<file path="src/rtl/cam_capture_ycbcr.sv">
// cam_capture_ycbcr
// Capture front end for an OV7670-style sensor, running entirely in the PCLK
// domain. It assembles YCbCr 4:2:2 byte quads (Cb, Y0, Cr, Y1) into pixel
// pairs. It applies 1/2/4 decimation and optional green chroma keying, and
// emits linear framebuffer writes.
//
// Ports:
//   PCLK        pixel clock (only clock)
//   reset_n     synchronous active-low reset
//   VSYNC       high during vertical blanking; falling edge starts a frame
//   HREF        high while active line bytes are on D
//   D           sensor byte
//   enable      capture arm, sampled only while idle
//   scale       0: 1:1, 1: /2, 2 or 3: /4 (latched at frame start)
//   mode        0: luma, 1: green key (latched at frame start)
//   wr_en       framebuffer write strobe
//   wr_addr     linear write address
//   wr_data     pixel value
//   busy        high from frame start until frame end
//   frame_done  one-cycle pulse per completed frame
//   ovf         sticky overflow (pixel or line beyond active area)
//
// Handshake: wr_en is a one-way strobe with no back-pressure. Each cycle
// with wr_en=1 is exactly one write of wr_data to wr_addr, and the
// framebuffer must accept it. wr_addr/wr_data are don't-care while wr_en=0.
module cam_capture_ycbcr #(
  parameter int               H_ACTIVE = 640,
  parameter int               V_ACTIVE = 480,
  parameter int               DATA_W   = 8,
  parameter int               ADDR_W   = 19,
  parameter logic [DATA_W-1:0] CB_MAX  = 8'd115,
  parameter logic [DATA_W-1:0] CR_MAX  = 8'd115,
  parameter logic [DATA_W-1:0] KEY_VAL = 8'hFF
) (
  input  logic              PCLK,
  input  logic              reset_n,
  input  logic              VSYNC,
  input  logic              HREF,
  input  logic [DATA_W-1:0] D,
  input  logic              enable,
  input  logic [1:0]        scale,
  input  logic              mode,
  output logic              wr_en,
  output logic [ADDR_W-1:0] wr_addr,
  output logic [DATA_W-1:0] wr_data,
  output logic              busy,
  output logic              frame_done,
  output logic              ovf
);

  localparam int CW = 16;

  typedef enum logic [2:0] {
    S_IDLE, S_ARMED, S_LINE_WAIT, S_CAPTURE, S_FRAME_END
  } state_t;

  state_t state, state_next;

  logic              vsync_q;
  logic              vs_fall, vs_rise;
  logic [1:0]        phase;
  logic [CW-1:0]     xcnt, row;
  logic [1:0]        s_lat;
  logic              mode_lat;
  logic [ADDR_W-1:0] row_base;
  logic [DATA_W-1:0] cb, cr, y0;
  logic              y1_pend, y1_keep;
  logic [ADDR_W-1:0] y1_addr;
  logic [DATA_W-1:0] y1_data;

  logic [CW-1:0]     mask, x1;
  logic              row_ok, keep0, keep1, key;
  logic [ADDR_W-1:0] addr0, addr1, line_step;

  assign vs_fall = vsync_q & ~VSYNC;
  assign vs_rise = ~vsync_q & VSYNC;

  // xcnt always holds the even x of the current pair, so x1 is just bit 0 set.
  assign x1        = xcnt | CW'(1);
  assign mask      = (CW'(1) << s_lat) - CW'(1);
  assign row_ok    = ((row & mask) == '0) && (row < CW'(V_ACTIVE));
  assign keep0     = row_ok && ((xcnt & mask) == '0) && (xcnt < CW'(H_ACTIVE));
  assign keep1     = row_ok && ((x1 & mask) == '0) && (x1 < CW'(H_ACTIVE));
  assign addr0     = row_base + ADDR_W'(xcnt >> s_lat);
  assign addr1     = row_base + ADDR_W'(x1 >> s_lat);
  assign line_step = ADDR_W'(H_ACTIVE) >> s_lat;
  // Cb and Cr were captured earlier in the quad; one decision covers both pixels.
  assign key       = mode_lat && (cb < CB_MAX) && (cr < CR_MAX);

  always_ff @(posedge PCLK) begin
    if (!reset_n) state <= S_IDLE;
    else          state <= state_next;
  end

  always_comb begin
    state_next = state;
    case (state)
      S_IDLE:      if (enable) state_next = S_ARMED;
      S_ARMED:     if (vs_fall) state_next = S_LINE_WAIT;
      S_LINE_WAIT: if (vs_rise) state_next = S_FRAME_END;
                   else if (HREF) state_next = S_CAPTURE;
      S_CAPTURE:   if (vs_rise) state_next = S_FRAME_END;
                   else if (!HREF) state_next = S_LINE_WAIT;
      S_FRAME_END: state_next = enable ? S_ARMED : S_IDLE;
      default:     state_next = S_IDLE;
    endcase
  end

  always_ff @(posedge PCLK) begin
    if (!reset_n) begin
      vsync_q    <= 1'b0;
      wr_en      <= 1'b0;
      wr_addr    <= '0;
      wr_data    <= '0;
      busy       <= 1'b0;
      frame_done <= 1'b0;
      ovf        <= 1'b0;
      phase      <= '0;
      xcnt       <= '0;
      row        <= '0;
      row_base   <= '0;
      s_lat      <= '0;
      mode_lat   <= 1'b0;
      cb         <= '0;
      cr         <= '0;
      y0         <= '0;
      y1_pend    <= 1'b0;
      y1_keep    <= 1'b0;
      y1_addr    <= '0;
      y1_data    <= '0;
    end else begin
      vsync_q    <= VSYNC;
      wr_en      <= 1'b0;
      frame_done <= 1'b0;

      // The second pixel of a pair always issues one cycle after the first,
      // whatever HREF/VSYNC do. At a frame end it lands no later than
      // frame_done.
      if (y1_pend) begin
        wr_en   <= y1_keep;
        wr_addr <= y1_addr;
        wr_data <= y1_data;
        y1_pend <= 1'b0;
      end

      case (state)
        S_ARMED: begin
          if (vs_fall) begin
            s_lat    <= (scale == 2'd0) ? 2'd0 : (scale == 2'd1) ? 2'd1 : 2'd2;
            mode_lat <= mode;
            ovf      <= 1'b0;
            row      <= '0;
            row_base <= '0;
            xcnt     <= '0;
            phase    <= '0;
            busy     <= 1'b1;
          end
        end
        S_LINE_WAIT, S_CAPTURE: begin
          if (vs_rise) begin
            busy       <= 1'b0;
            frame_done <= 1'b1;
          end else if (HREF) begin
            phase <= phase + 2'd1;
            case (phase)
              2'd0: cb <= D;
              2'd1: y0 <= D;
              2'd2: cr <= D;
              2'd3: begin
                wr_en   <= keep0;
                wr_addr <= addr0;
                wr_data <= key ? KEY_VAL : y0;
                y1_pend <= 1'b1;
                y1_keep <= keep1;
                y1_addr <= addr1;
                y1_data <= key ? KEY_VAL : D;
                if (!(x1 < CW'(H_ACTIVE)) || !(row < CW'(V_ACTIVE))) ovf <= 1'b1;
                if (~&xcnt[CW-1:1]) xcnt <= xcnt + CW'(2);
              end
              default: ;
            endcase
          end else begin
            // HREF low: any partial quad is dropped and the next line restarts.
            phase <= '0;
            xcnt  <= '0;
            if (state == S_CAPTURE) begin
              if (~&row) row <= row + CW'(1);
              if (row_ok) row_base <= row_base + line_step;
            end
          end
        end
        default: ;
      endcase
    end
  end

endmodule

</file>
<file path="config.mk">
export PLATFORM = sky130hd
export DESIGN_NAME = cam_capture_ycbcr
export DESIGN_NICKNAME = d
export VERILOG_FILES = /design/src/rtl/cam_capture_ycbcr.sv
export SDC_FILE = /design/constraint.sdc
export NUM_CORES = 1
export LEC_CHECK = 0
export ABC_AREA = 1
export CORE_UTILIZATION = 27
export DETAILED_ROUTE_END_ITERATION = 6
export PLACE_DENSITY_LB_ADDON = 0.3
export SYNTH_ARGS = -nofsm -noshare
export SYNTH_HDL_FRONTEND = slang
export SYNTH_SLANG_ARGS = --single-unit
</file>
<file path="constraint.sdc">
create_clock -name PCLK -period 4.2 [get_ports PCLK]
set_input_delay 0.84 -clock PCLK [delete_from_list [all_inputs] [get_ports PCLK]]
set_output_delay 0.84 -clock PCLK [all_outputs]
set_load 0.03 [all_outputs]
</file>
## Yosys cells after proc, flatten, opt, wreduce, memory -nomap -nowiden

Index checks and enable logic that the tools add are counted.

- Add/subtract/negate cells: 7
- Order comparisons: 5
- Equal/unequal tests: 23
- Shift-type cells: 4
- Mux-type cells: 59
- Bitwise operators: 11
- Reductions and logical operators: 34

Operators by type and width:

| cell | count |
|---|---|
| $mux W19 | 10 |
| $mux W16 | 9 |
| $pmux W16 S2 | 2 |
| $add A19 B19 Y19 | 3 |
| $mux W8 | 7 |
| $and A16 B16 Y16 | 3 |
| $logic_not A16 Y1 | 3 |
| $pmux W19 S2 | 1 |
| $shr A16 B2 Y19 | 2 |
| $lt A16 B10 Y1 const B | 2 |
| $ne A2 B2 Y1 const B | 10 |
| $reduce_and A4 Y1 | 5 |
| $shr A10 B2 Y19 const A | 1 |
| $mux W3 | 6 |
| $reduce_and A6 Y1 | 3 |
| $add A16 B1 Y16 const B | 1 |
| $add A16 B2 Y16 const B | 1 |
| $lt A16 B9 Y1 const B | 1 |
| $lt A8 B7 Y1 const B | 2 |
| $reduce_and A16 Y1 | 1 |
| $shl A1 B2 Y16 const A | 1 |
| $sub A16 B2 Y16 const B | 1 |
| $mux W1 | 15 |
| $pmux W3 S5 | 1 |
| 26 further kinds | 52 |

- Register bits: 144
- Bits of input ports: 16
- Output and inout bits: 31
- Logic and storage cells: 164

## Depth between registers and ports, before layout

Gate-level depths: netlist of run 1.

- Depth in word-level cells: 11
- Mapped depth: 18

## Least setup slack after synthesis of run 1

OpenSTA, ideal clock, no wires.

- Path type: reg-to-reg
- Start point: reg s_lat[0]
- End point: reg wr_addr[18]
- Library setup time: 117 ps
- Arrival time: 2437 ps
- Required time: 4083 ps
- Setup slack: 1646 ps
- Stages on the path, launching flop included: 17
- Buffers on the path: 2
- Clock period less this slack: 2554 ps
- Cell sequence: dfxtp_1 buf_2 buf_1 o21ai_0 nand2_1 o21ai_0 ha_1 nand2_1 inv_1 nand2_1 nor2_1 nor2_1 nor2_1 nor2_2 a21oi_1 nor2_1 nor2_1

- Longest elaborated chain between the ends: 6

Ends and longest elaborated chain:

| item | RTL line | source |
|---|---|---|
| from (decl) | 63 | `logic [1:0] s_lat;` |
| from (signal assigned) | 149 | `s_lat <= (scale == 2'd0) ? 2'd0 : (scale == 2'd1) ? 2'd1 : 2'd2;` |
| $shr A16 B2 Y19 | 84 | `assign addr0 = row_base + ADDR_W'(xcnt >> s_lat);` |
| $add A19 B19 Y19 | 84 |  |
| $mux W19 | 165 | `case (phase)` |
| $mux W19 | 163 | `end else if (HREF) begin` |
| $mux W19 | 160 | `if (vs_rise) begin` |
| $mux W19 | 146 | `case (state)` |
| to (signal assigned) | 141 | `wr_addr <= y1_addr;` |
| to (signal assigned) | 171 | `wr_addr <= addr0;` |
| to (decl) | 44 | `output logic [ADDR_W-1:0] wr_addr,` |

No other way between the ends.
A chain may end at the register's enable or synchronous reset.

## Worst setup path after layout of run 1

- Start point: reg s_lat[0]
- End point: reg row_base[6]

- Longest elaborated chain between the ends: 7

Ends and longest elaborated chain:

| item | RTL line | source |
|---|---|---|
| $shl A1 B2 Y16 or $shr A10 B2 Y19 (tied branches) | 80, 86 |  |
| $sub A16 B2 Y16 or $add A19 B19 Y19 (tied branches) | 80, 188 |  |
| $and A16 B16 Y16 or $mux W19 (tied branches) | 81, 188 |  |
| $logic_not A16 Y1 or $mux W19 (tied branches) | 81, 186 |  |
| $logic_and A1 B1 Y1 or $mux W19 (tied branches) | 81, 163 |  |
| $ne A2 B2 Y1 (no line) or $mux W19 (tied branches) | n/a |  |
| $reduce_and A6 Y1 (no line) or $pmux W19 S2 (tied branches) | n/a |  |
| to (signal assigned) | 188 | `if (row_ok) row_base <= row_base + line_step;` |
| to (decl) | 65 | `logic [ADDR_W-1:0] row_base;` |

Parallel ways exist; a longest one is shown, timed or not. The select of a mux whose other input is x is not followed.

==> impl_results.md, run 1 <==
* Min-Delay Path Depth at 2
* Overall routing resource usage at 0.162
* Crit Path Class: flop to flop
* Worst r2r path cells at 15
* Ranking of synthesized cells by area: dfxtp_1, nand2_1, a21oi_1
* Ports at 47
* CP endpoint kind: flop
* Post-route cell area at 9600 µm²
* Max Slew Vio Count at 0
* Main combinational cell family by area after synthesis: simple AND/OR/NAND/NOR gates
* Hold_buf cts at 0
* Layout net count at 1342
* Simple-gate share of the synthesized area at 0.326
* Rel. slew slack at 0.359
* Final period util at 0.765
* Initial Utilization at 0.277
* Drt via density at 4.83
* Via count at 8198
* PostCTS Resize Cnt at 0
* Synth-to-Final Area Change at 15.9%
* Tightest Hold Check Type: flop to flop
* TritonCTS Buffers at 17
* Clock network power share at 0.463
* Ant diodes at 0
* Final Hold Viols at 0
* Placement Rows at 63
* Critical path required time at about 4.6 ns
* Crit-path cells: inv_2 -> nor2_1 -> inv_1 -> ha_1 -> nor2_1 -> nor2_1 -> nand2_1 -> nor2_1 -> nand3_1 -> nand2_2 -> nand2_2 -> clkinv_2 -> nand2_1 -> nand2_1 -> nor2_1
* Max incr delay on CP at between 0.9 and 1 ns
* Clock transition at path regs at 0.06 ns
* Post-Route WL at 24700 µm
* Initial antenna violation count at 0
* Max Clk Rate at just over 300 MHz
* Worst R2R End: row_base[6]
* Vias in the first global route at 7655
* Share of the synthesized area in the top cell type at 0.336
* Iter 0 DRT Violations at 736
* CP dominant cell by count: nor2_1
* Top_reg_cell synth: dfxtp_1
* Setup TNS at 0 ns
* Max-cap viol count at 0
* Post-synthesis xor/xnor area fraction at 0.0169
* Seq cells post-synth at 139
* Die ar. at 31400 µm²
* Setup ws final at 0.988 ns
* Postcts setup bufs at 0
* Final Skew at 0.0133 ns
* Mean Syn Cell Area at 6.49 µm²
* Die W at 177 µm
* Most frequent cells in the layout: nand2_1, nor2_1, dfxtp_1, a21oi_1, inv_1
* Leak at 3.82 nW
* Leading cell type in the layout, fill and taps excluded: nand2_1
* Util after Layout at 0.321
* Post-Synthesis Cell Area at 8280 µm²
* Net Sw Frac at 0.280
* CTS tree: done
* P per Cell Area at 345 nW/µm²
* Seq/Total Area, Yosys at 0.336
* Tmin final at between 3 and 4 ns
* Placement Setup Slack at between 1 and 1.5 ns
* Hold Path End: cb[0]
* Post-synth EDFFs at 0
* Startpoint Class: flop
* Yosys top cell by area: dfxtp_1
* WP data arrival at 3.57 ns
* Reg2reg start: s_lat[0]
* CP startpoint: s_lat[0]
* Die Y at approximately 180 µm
* Clock Tree Buf Depth at 2
* Clk sink count at 139
* Layout cell share with drive strength beyond 1 at 0.0597
* Drt first pass iters at 5
* Asr flop ratio synth at 0
* HP Start: cb[0]
* PortBufs at 46
* Worst VDD drop at 0.290 mV
* Setup Viol. Count Final at 0
* Sequential share of power at 0.414
* H-tree levels at 4
* RSZ-0062 raised after global routing: no
* Worst path slowest cell: dfxtp_1
* Fill count at roughly 3200
* Complex-gate fraction of the synthesized area at 0.180
* Final RePlAce weighted congestion at 0.933
* Post-Synthesis Cells at ~1300
* CTS root buf: clkbuf_16
* Portion of netlist area occupied by mux cells at 0.00605
* Remaining global-route overflow at 0
* Clk_lat worst skew at ~0.43 ns
* Adder-Cell Fraction of Synth Area at 0.0447
* Largest net degree at the start of global routing at 72
* R2r setup slk at 0.99 ns
* Antenna Nets Post-Route at 0
* Status: finished clean
* Avg WL per Cell at 14.5 µm
* First-pass GRT wire length at ~40000 µm
* Synth cell types at 54
* Crit Path Max Fanout at 32
* P_int at 2.38 mW
* Fin Hold WS at 0.455 ns
* Post-DP HPWL at 18000 µm
* Switching power at ~0.93 mW
* Worst-Margin Slew at between 0.9 and 1 ns
* Post-detailed-placement cell area at 9020 µm²
* DR DRC count at 0
* Comb power frac at 0.123
* Synth warnings at 0
* Core Footprint at 29900 µm²
kinds of logic (layout without fill, tap and decap cells):
group	count (synthesis)	count (layout)
other cells	1	2
compound gates	272	272
mux	5	5
simple gates	633	633
fa+ha+maj	29	29
buf+inv	181	211
xor+xnor	16	16
flops	139	139
synthesized netlist by cell type (3+ instances only):
| cell type | n |
|---|---|
| nor3_1 | 33 |
| ha_1 | 28 |
| dfxtp_1 | 139 |
| nand2_1 | 325 |
| o21ai_1 | 3 |
| o21ai_0 | 102 |
| xor2_1 | 12 |
| inv_1 | 116 |
| buf_2 | 12 |
| nand2_2 | 8 |
| nor2_2 | 6 |
| nand3_1 | 84 |
| nor2_1 | 141 |
| buf_4 | 3 |
| nor3_2 | 3 |
| clkinv_1 | 4 |
| xnor2_1 | 4 |
| a31oi_1 | 18 |
| nor3b_1 | 3 |
| o211ai_1 | 8 |
| clkbuf_1 | 27 |
| nor2_4 | 4 |
| buf_1 | 4 |
| inv_2 | 8 |
| mux2i_1 | 5 |
| buf_6 | 4 |
| nand3b_1 | 4 |
| a21oi_1 | 120 |
| nand4_1 | 14 |
sequential cells by signal, summed over array words and instances, names as in the netlist, 2 cells and up:
signal and flops:
y0 8, wr_data 8, wr_addr 19, phase 2
s_lat 2, cr 8, y1_addr 19, cb 8
row 16, state 3, y1_data 8, row_base 15
xcnt 15
cell type report:
cell class / instances / area [µm²] / share of cell area
Multi-Input combinational cell: 957 / 4760 / 0.496
Clock inverter: 12 / 151 / 0.0158
Sequential cell: 139 / 2780 / 0.290
Clock buffer: 17 / 425 / 0.0443
Timing Repair Buffer: 52 / 500 / 0.0521
Inverter: 130 / 490 / 0.0511
Tap cell: 390 / 488 / 0.0508
worst max-delay path: cells and delay by family (launching register included):
family | cells | cell delay [ns]
fa+ha+maj | 1 | 0.31
buf+inv | 3 | 0.62
simple gates | 11 | 1.26
flops | 1 | 0.95
stage by stage:
step	cells	power, mW
after floorplan	1277	1.69
after global placement	1668	1.80
after detailed placement	1668	1.80
after CTS	1697	3.34
after global routing	1697	3.44
final	1697	3.31
per-layer routing:
layer | wire length [µm] | GRT usage | share of wire | up-vias
met2 | 11200 | 0.261 | 0.45 | 189
met1 | 11800 | 0.216 | 0.48 | 3731
li1 | - | - | - | 4245
met3 | 1190 | 0.0329 | 0.048 | 33
met5 | 0 | 0 | 0 | -
met4 | 488 | 0.0496 | 0.020 | 0
how the worst max path moves through the flow:
stage,cells after the start,end,slack (ns)
after floorplan,16,wr_addr[18],1.65
after global placement,13,wr_addr[18],1.11
after detailed placement,14,row_base[9],1.06
after CTS,13,y1_addr[18],1.04
after global routing,15,row_base[7],0.55
final,15,row_base[6],0.99
power by group through the flow:
| stage | logic, mW | registers, mW | clock network (mW) |
|---|---|---|---|
| detailed placement | 0.399 | 1.40 | 0 |
| global placement | 0.401 | 1.40 | 0 |
| global route | 0.455 | 1.37 | 1.61 |
| CTS | 0.403 | 1.37 | 1.56 |
| floorplan | 0.294 | 1.39 | 0 |
| finish | 0.406 | 1.37 | 1.53 |
Note: power is estimated with default switching activity, not from simulation.
==> inputs of run 2 (changes only) <==
clock period = 2.7 ns   (was 4.2 ns; I/O delays follow)
==> run 2 against run 1 <==
Non-clock buffer count rose by 35. Register-to-register slack lost 0.77 ns. Design area grew 3.1%. Sequential power up 55%. Critical path depth stayed put. Core utilization rose by 0.98 points. Largest cell class unchanged. Global-route usage up 0.33 points. Sequential cell count stayed put. Combinational power is 69% higher.
==> impl_results.md, run 2 (synthesis gave the netlist of run 1 again) <==
* Grt met2 use at 0.272 (was 0.261)
* Antenna Nets Post-Route at 0 (unchanged)
* Final Hold Viols at 0 (unchanged)
* TritonCTS Buffers at 17 (unchanged)
* Worst-Margin Slew at 0.916 ns (was 0.961 ns)
* Post-Route WL at 25100 µm (was 24700 µm)
* Layout cell share with drive strength beyond 1 at 0.0900 (was 0.0597)
* Crit Path Class: flop to flop (unchanged)
* Leading cell type in the layout, fill and taps excluded: nand2_1 (unchanged)
* Post-DP HPWL at 18700 µm (was 18000 µm)
* CP dominant cell by count: nand2_1 (was nor2_1)
* Core Footprint at 29900 µm² (unchanged)
* Tightest Hold Check Type: flop to flop (unchanged)
* Worst VDD drop at 0.421 mV (was 0.290 mV)
* Iter 0 DRT Violations at 632 (was 736)
* GR Util met3 at 0.0301 (was 0.0329)
* Status: finished clean (unchanged)
* PostCTS Resize Cnt at 0 (unchanged)
* Setup TNS at 0 ns (unchanged)
* RSZ-0062 raised after global routing: no (unchanged)
* Postcts setup bufs at 0 (unchanged)
* Max-cap viol count at 0 (unchanged)
* Clock transition at path regs at 0.07 ns (was 0.06 ns)
* Clk_lat worst skew at 0.43 ns (about the same)
* CTS root buf: clkbuf_16 (unchanged)
* Fin Hold WS at 0.456 ns (was 0.455 ns)
* Initial antenna violation count at 0 (unchanged)
* Final period util at 0.920 (was 0.765)
* Startpoint Class: flop (unchanged)
* DR DRC count at 0 (unchanged)
* Hold_buf cts at 0 (unchanged)
* Util after Layout at 0.331 (was 0.321)
* PortBufs at 46 (unchanged)
* Die Y at 177 µm (unchanged)
* Setup Viol. Count Final at 0 (unchanged)
* Drt via density at 4.82 (was 4.83)
* Rel. slew slack at 0.389 (was 0.359)
* Met1 Track Usage GR at 0.223 (was 0.216)
* Worst path slowest cell: ha_1 (was dfxtp_1)
* Clock Tree Buf Depth at 2 (unchanged)
* Top Registers: wr_addr: 19 flops, y1_addr: 19 flops, row: 16 flops (unchanged)
* Crit Path Max Fanout at 31 (was 32)
* Drt first pass iters at 5 (unchanged)
* Remaining global-route overflow at 0 (unchanged)
* Gr busiest metal: met2 (unchanged)
* Vias in the first global route at 7795 (was 7655)
* P per Cell Area at 516 nW/µm² (was 345 nW/µm²)
* Layout net count at 1377 (was 1342)
* Initial Utilization at 0.277 (unchanged)
* Synth-to-Final Area Change at 19.5% (was 15.9%)
* Ant diodes at 0 (unchanged)
* Fill count at 3246 (was 3227)
* Largest net degree at the start of global routing at 72 (unchanged)
* Placement Rows at 63 (unchanged)
* Overall routing resource usage at 0.165 (was 0.162)
* Most frequent cells in the layout: nand2_1, nor2_1, dfxtp_1, a21oi_1, inv_1 (unchanged)
* H-tree levels at 4 (unchanged)
* Via count at 8355 (was 8198)
* CTS tree: done (unchanged)
* Max Slew Vio Count at 0 (unchanged)
* Avg WL per Cell at 14.5 µm (about the same)
* Max incr delay on CP at 0.34 ns (was 0.95 ns)
* Ports at 47 (unchanged)
* Final Skew at 0.00991 ns (was 0.0133 ns)
* CP endpoint kind: flop (unchanged)
* Critical path required time at 3.01 ns (was 4.56 ns)
* Die ar. at 31400 µm² (unchanged)
* Crit-path cells: buf_12 -> inv_2 -> nand2_1 -> nand3_1 -> o21ai_0 -> ha_1 -> nand2_1 -> a21oi_1 -> nand2_1 -> nand2_1 -> nand2_1 -> nand2_1 -> a21oi_1 -> o21ai_1 -> a21oi_1 (was inv_2 -> nor2_1 -> inv_1 -> ha_1 -> nor2_1 -> nor2_1 -> nand2_1 -> nor2_1 -> nand3_1 -> nand2_2 -> nand2_2 -> clkinv_2 -> nand2_1 -> nand2_1 -> nor2_1)
* Max Clk Rate at 402 MHz (was 311 MHz)
* Leak at 3.99 nW (was 3.82 nW)
* Final RePlAce weighted congestion at 0.907 (was 0.933)
* Clk sink count at 139 (unchanged)
* WP data arrival at 2.79 ns (was 3.57 ns)
* Die W at 177 µm (unchanged)
* Tmin final at 2.49 ns (was 3.21 ns)
* First-pass GRT wire length at 40900 µm (was 40200 µm)
[run 2: through the flow]
stage | instance area [µm²] | setup slack [ns] | total power [mW] | instances
floorplan | 8280 | 0.146 | 2.62 | 1277
global placement | 9300 | 0.137 | 2.84 | 1703
detailed placement | 9300 | 0.129 | 2.84 | 1703
CTS | 9870 | 0.143 | 5.14 | 1735
global route | 9890 | 0.00542 | 5.31 | 1735
finish | 9890 | 0.215 | 5.10 | 1735
[run 2: power breakdown]
part	internal [mW]	switching (mW)	total, mW
sequential	2.09	0.0366	2.13
clock	1.24	1.05	2.29
combinational	0.218	0.470	0.687
[run 2: layout make-up]
class	instances	area, µm²	share of cell area
Inverter	130	492	0.0497
Timing Repair Buffer	87	779	0.0788
Sequential cell	139	2780	0.281
Clock inverter	14	134	0.0135
Tap cell	390	488	0.0493
Clock buffer	18	439	0.0444
Multi-Input combinational cell	957	4780	0.483
[run 2: worst paths after layout]
check	end	slack [ns]	cells past startpoint	from
hold reg to reg	y0[1]	0.46	2	y0[1]
setup / recovery	wr_addr[13]	0.21	15	s_lat[0]
setup reg to reg	wr_addr[13]	0.21	15	s_lat[0]
hold / removal	y0[1]	0.46	2	y0[1]
[run 2: metal layers]
metal | routed length [µm] | share of wire | up-vias
met3 | 1020 | 0.041 | 19
met4 | 279 | 0.011 | 0
met5 | 0 | 0 | -
met2 | 11600 | 0.46 | 150
met1 | 12100 | 0.48 | 3872
li1 | - | - | 4314
[run 2: worst max-delay path: cells and delay by family, from the launching register on]
family / cells / cell delay [ns]
adders and majority gates: 1 / 0.34
buffers and inverters: 2 / 0.36
AOI/OAI and AO/OA: 5 / 0.68
DFF: 1 / 0.33
and+or+nand+nor: 7 / 0.64
==> inputs of run 3 (changes only) <==
CTS_BUF_LIST = sky130_fd_sc_hd__clkbuf_8   (was not set)
CTS_CLUSTER_DIAMETER = 150   (was not set)
clock period = 3 ns   (was 2.7 ns; I/O delays follow)
==> run 3 against run 2 <==
Non-clock buffer count down 19. Clock power down 32%. Final cell count down 1.1%. Sequential power down 10%. Sequential cell count unchanged. Critical endpoint is now row_base[8].
==> impl_results.md, run 3 (synthesis gave the netlist of run 1 again) <==
* DR DRC count at 0 (unchanged)
* Core Footprint at 29900 µm² (unchanged)
* Ports at 47 (unchanged)
* Max Clk Rate at 378 MHz (was 402 MHz)
* Final period util at 0.882 (was 0.920)
* HP Start: y0[0] (was y0[1])
* Initial antenna violation count at 0 (unchanged)
* Drt first pass iters at 7 (was 5)
* Layout net count at 1358 (was 1377)
* Rel. slew slack at 0.458 (was 0.389)
* Sequential cell area at 2780 µm² (unchanged)
* Max-cap viol count at 0 (unchanged)
* P_int at 2.69 mW (was 3.55 mW)
* Hold Path End: y0[0] (was y0[1])
* Worst R2R End: row_base[8] (was wr_addr[13])
* Initial Utilization at 0.277 (unchanged)
* WP data arrival at 3.04 ns (was 2.79 ns)
* Iter 0 DRT Violations at 607 (was 632)
* Startpoint Class: flop (unchanged)
* Util after Layout at 0.320 (was 0.331)
* R2r setup slk at 0.35 ns (was 0.21 ns)
* Post-Route WL at 24600 µm (was 25100 µm)
* Remaining global-route overflow at 0 (unchanged)
* Clock network power share at 0.385 (was 0.449)
* PortBufs at 46 (unchanged)
* PostCTS Resize Cnt at 0 (unchanged)
* Worst-Margin Slew at 0.812 ns (was 0.916 ns)
* Clock transition at path regs at 0.09 ns (was 0.07 ns)
* Placement Setup Slack at 0.252 ns (was 0.129 ns)
* Synth-to-Final Area Change at 15.4% (was 19.5%)
* Vias in the first global route at 7801 (was 7795)
* Crit Path Class: flop to flop (unchanged)
* Die W at 177 µm (unchanged)
* CTS tree: done (unchanged)
* Postcts setup bufs at 0 (unchanged)
* Leading cell type in the layout, fill and taps excluded: nand2_1 (unchanged)
* Final Skew at 0.0215 ns (was 0.00991 ns)
* Sequential share of power at 0.470 (was 0.417)
* P per Cell Area at 426 nW/µm² (was 516 nW/µm²)
* Crit-path cells: buf_12 -> inv_2 -> nor2_1 -> inv_1 -> ha_1 -> nor2_1 -> nor2_1 -> nand2_1 -> nor2_1 -> nand3_1 -> nand2_2 -> nand2_2 -> clkinv_2 -> nand2_1 -> nand2_1 -> nor2_1 (was buf_12 -> inv_2 -> nand2_1 -> nand3_1 -> o21ai_0 -> ha_1 -> nand2_1 -> a21oi_1 -> nand2_1 -> nand2_1 -> nand2_1 -> nand2_1 -> a21oi_1 -> o21ai_1 -> a21oi_1)
* Bufs and invs on worst path at 4 (was 2)
* Setup ws final at 0.355 ns (was 0.215 ns)
* Drt via density at 4.83 (was 4.82)
* H-tree levels at 4 (unchanged)
* Tmin final at 2.65 ns (was 2.49 ns)
* Worst path slowest cell: dfxtp_1 (was ha_1)
* Avg WL per Cell at 14.3 µm (was 14.5 µm)
* Clk sink count at 139 (unchanged)
* CP dominant cell by count: nor2_1 (was nand2_1)
* Setup TNS at 0 ns (unchanged)
* Placement Rows at 63 (unchanged)
* Comb power frac at 0.145 (was 0.135)
* RSZ-0062 raised after global routing: no (unchanged)
* CTS root buf: clkbuf_8 (was clkbuf_16)
* Clk_lat worst skew at 0.47 ns (was 0.43 ns)
* First-pass GRT wire length at 40300 µm (was 40900 µm)
* Critical path depth at 16 (was 15)
* Worst VDD drop at 0.259 mV (was 0.421 mV)
* Post-DP HPWL at 18200 µm (was 18700 µm)
* Min-Delay Path Depth at 2 (unchanged)
* Die Y at 177 µm (unchanged)
* Top delay family on crit path: simple AND/OR/NAND/NOR gates (was compound AO/OA/AOI/OAI gates)
* Max Slew Vio Count at 0 (unchanged)
* Power Total at 4.07 mW (was 5.10 mW)
* Setup Viol. Count Final at 0 (unchanged)
* Most frequent cells in the layout: nand2_1, nor2_1, dfxtp_1, a21oi_1, inv_1 (unchanged)
* TritonCTS Buffers at 17 (unchanged)
* Ant diodes at 0 (unchanged)
* Via count at 8296 (was 8355)
* Switching power at 1.37 mW (was 1.56 mW)
* Layout cell share with drive strength beyond 1 at 0.0732 (was 0.0900)
* Layout Cells excl Fill at 1716 (was 1735)
* Placed Cells at 1684 (was 1703)
* Status: finished clean (unchanged)
* Largest net degree at the start of global routing at 72 (unchanged)
* Hold_buf cts at 0 (unchanged)
* Final Hold Viols at 0 (unchanged)
* Tightest Hold Check Type: flop to flop (unchanged)
* Clock Tree Buf Depth at 2 (unchanged)
* Area occupied by multi-input gates at 4760 µm² (was 4780 µm²)
* Max incr delay on CP at 0.39 ns (was 0.34 ns)
* Fill count at 3246 (unchanged)
* Die ar. at 31400 µm² (unchanged)
* Reg2reg start: s_lat[0] (unchanged)
* Top Registers: wr_addr: 19 flops, y1_addr: 19 flops, row: 16 flops (unchanged)
* Net Sw Frac at 0.338 (was 0.305)
* Critical path required time at 3.39 ns (was 3.01 ns)
* Overall routing resource usage at 0.162 (was 0.165)
* Final RePlAce weighted congestion at 0.933 (was 0.907)
* Antenna Nets Post-Route at 0 (unchanged)
* Crit Path Max Fanout at 31 (unchanged)
* CP endpoint kind: flop (unchanged)
* Worst r2r path cells at 16 (was 15)
* Leak at 3.82 nW (was 3.99 nW)
## run 3: cell count changes in the layout (fill, tap and decap cells not counted), sizes merged
cell    before  now
inv        131  134
buf         42   23
clkinv      11    9
clkbuf      18   17
## run 3: worst max path at each step
stage	start	endpoint	slack (ns)
after floorplan	s_lat[0]	wr_addr[18]	0.45
after global placement	HREF	wr_en	0.24
after detailed placement	HREF	wr_en	0.25
after CTS	s_lat[0]	row_base[8]	0.36
after global routing	s_lat[0]	row_base[7]	0.09
final	s_lat[0]	row_base[8]	0.35
## run 3: power by group through the flow
| stage | Combinational, mW | Sequential [mW] | Clock [mW] |
|---|---|---|---|
| final | 0.591 | 1.91 | 1.56 |
| after global routing | 0.659 | 1.92 | 1.69 |
| after CTS | 0.588 | 1.91 | 1.62 |
| after detailed placement | 0.583 | 1.95 | 0 |
| after global placement | 0.583 | 1.96 | 0 |
| after floorplan | 0.411 | 1.95 | 0 |
## run 3: routing by layer
| layer | wire length [µm] | GRT usage |
|---|---|---|
| met5 | 0 | 0 |
| met2 | 11200 | 0.259 |
| met4 | 541 | 0.0578 |
| met3 | 946 | 0.0294 |
| met1 | 11900 | 0.217 |
## run 3: worst reg2reg max path, delay by kind of cell (launching register included)
kind          cells  cell delay, ns
simple gates     11            1.21
buf+inv           4            0.67
fa+ha+maj         1            0.32
flops             1            0.39
## run 3: metrics by stage
step / area, µm² / hold slack [ns]
2_1_floorplan: 8280 / 0.424
6_report: 9560 / 0.459
5_1_grt: 9560 / 0.480
4_1_cts: 9560 / 0.458
3_3_place_gp: 9150 / 0.440
3_5_place_dp: 9150 / 0.441
## run 3: cell type report
| class | count | share of cell area |
|---|---|---|
| Tap cell | 390 | 0.0511 |
| Timing Repair Buffer | 68 | 0.0662 |
| Clock buffer | 17 | 0.0245 |
| Clock inverter | 15 | 0.0177 |
| Inverter | 130 | 0.0513 |
| Sequential cell | 139 | 0.291 |
| Multi-Input combinational cell | 957 | 0.498 |
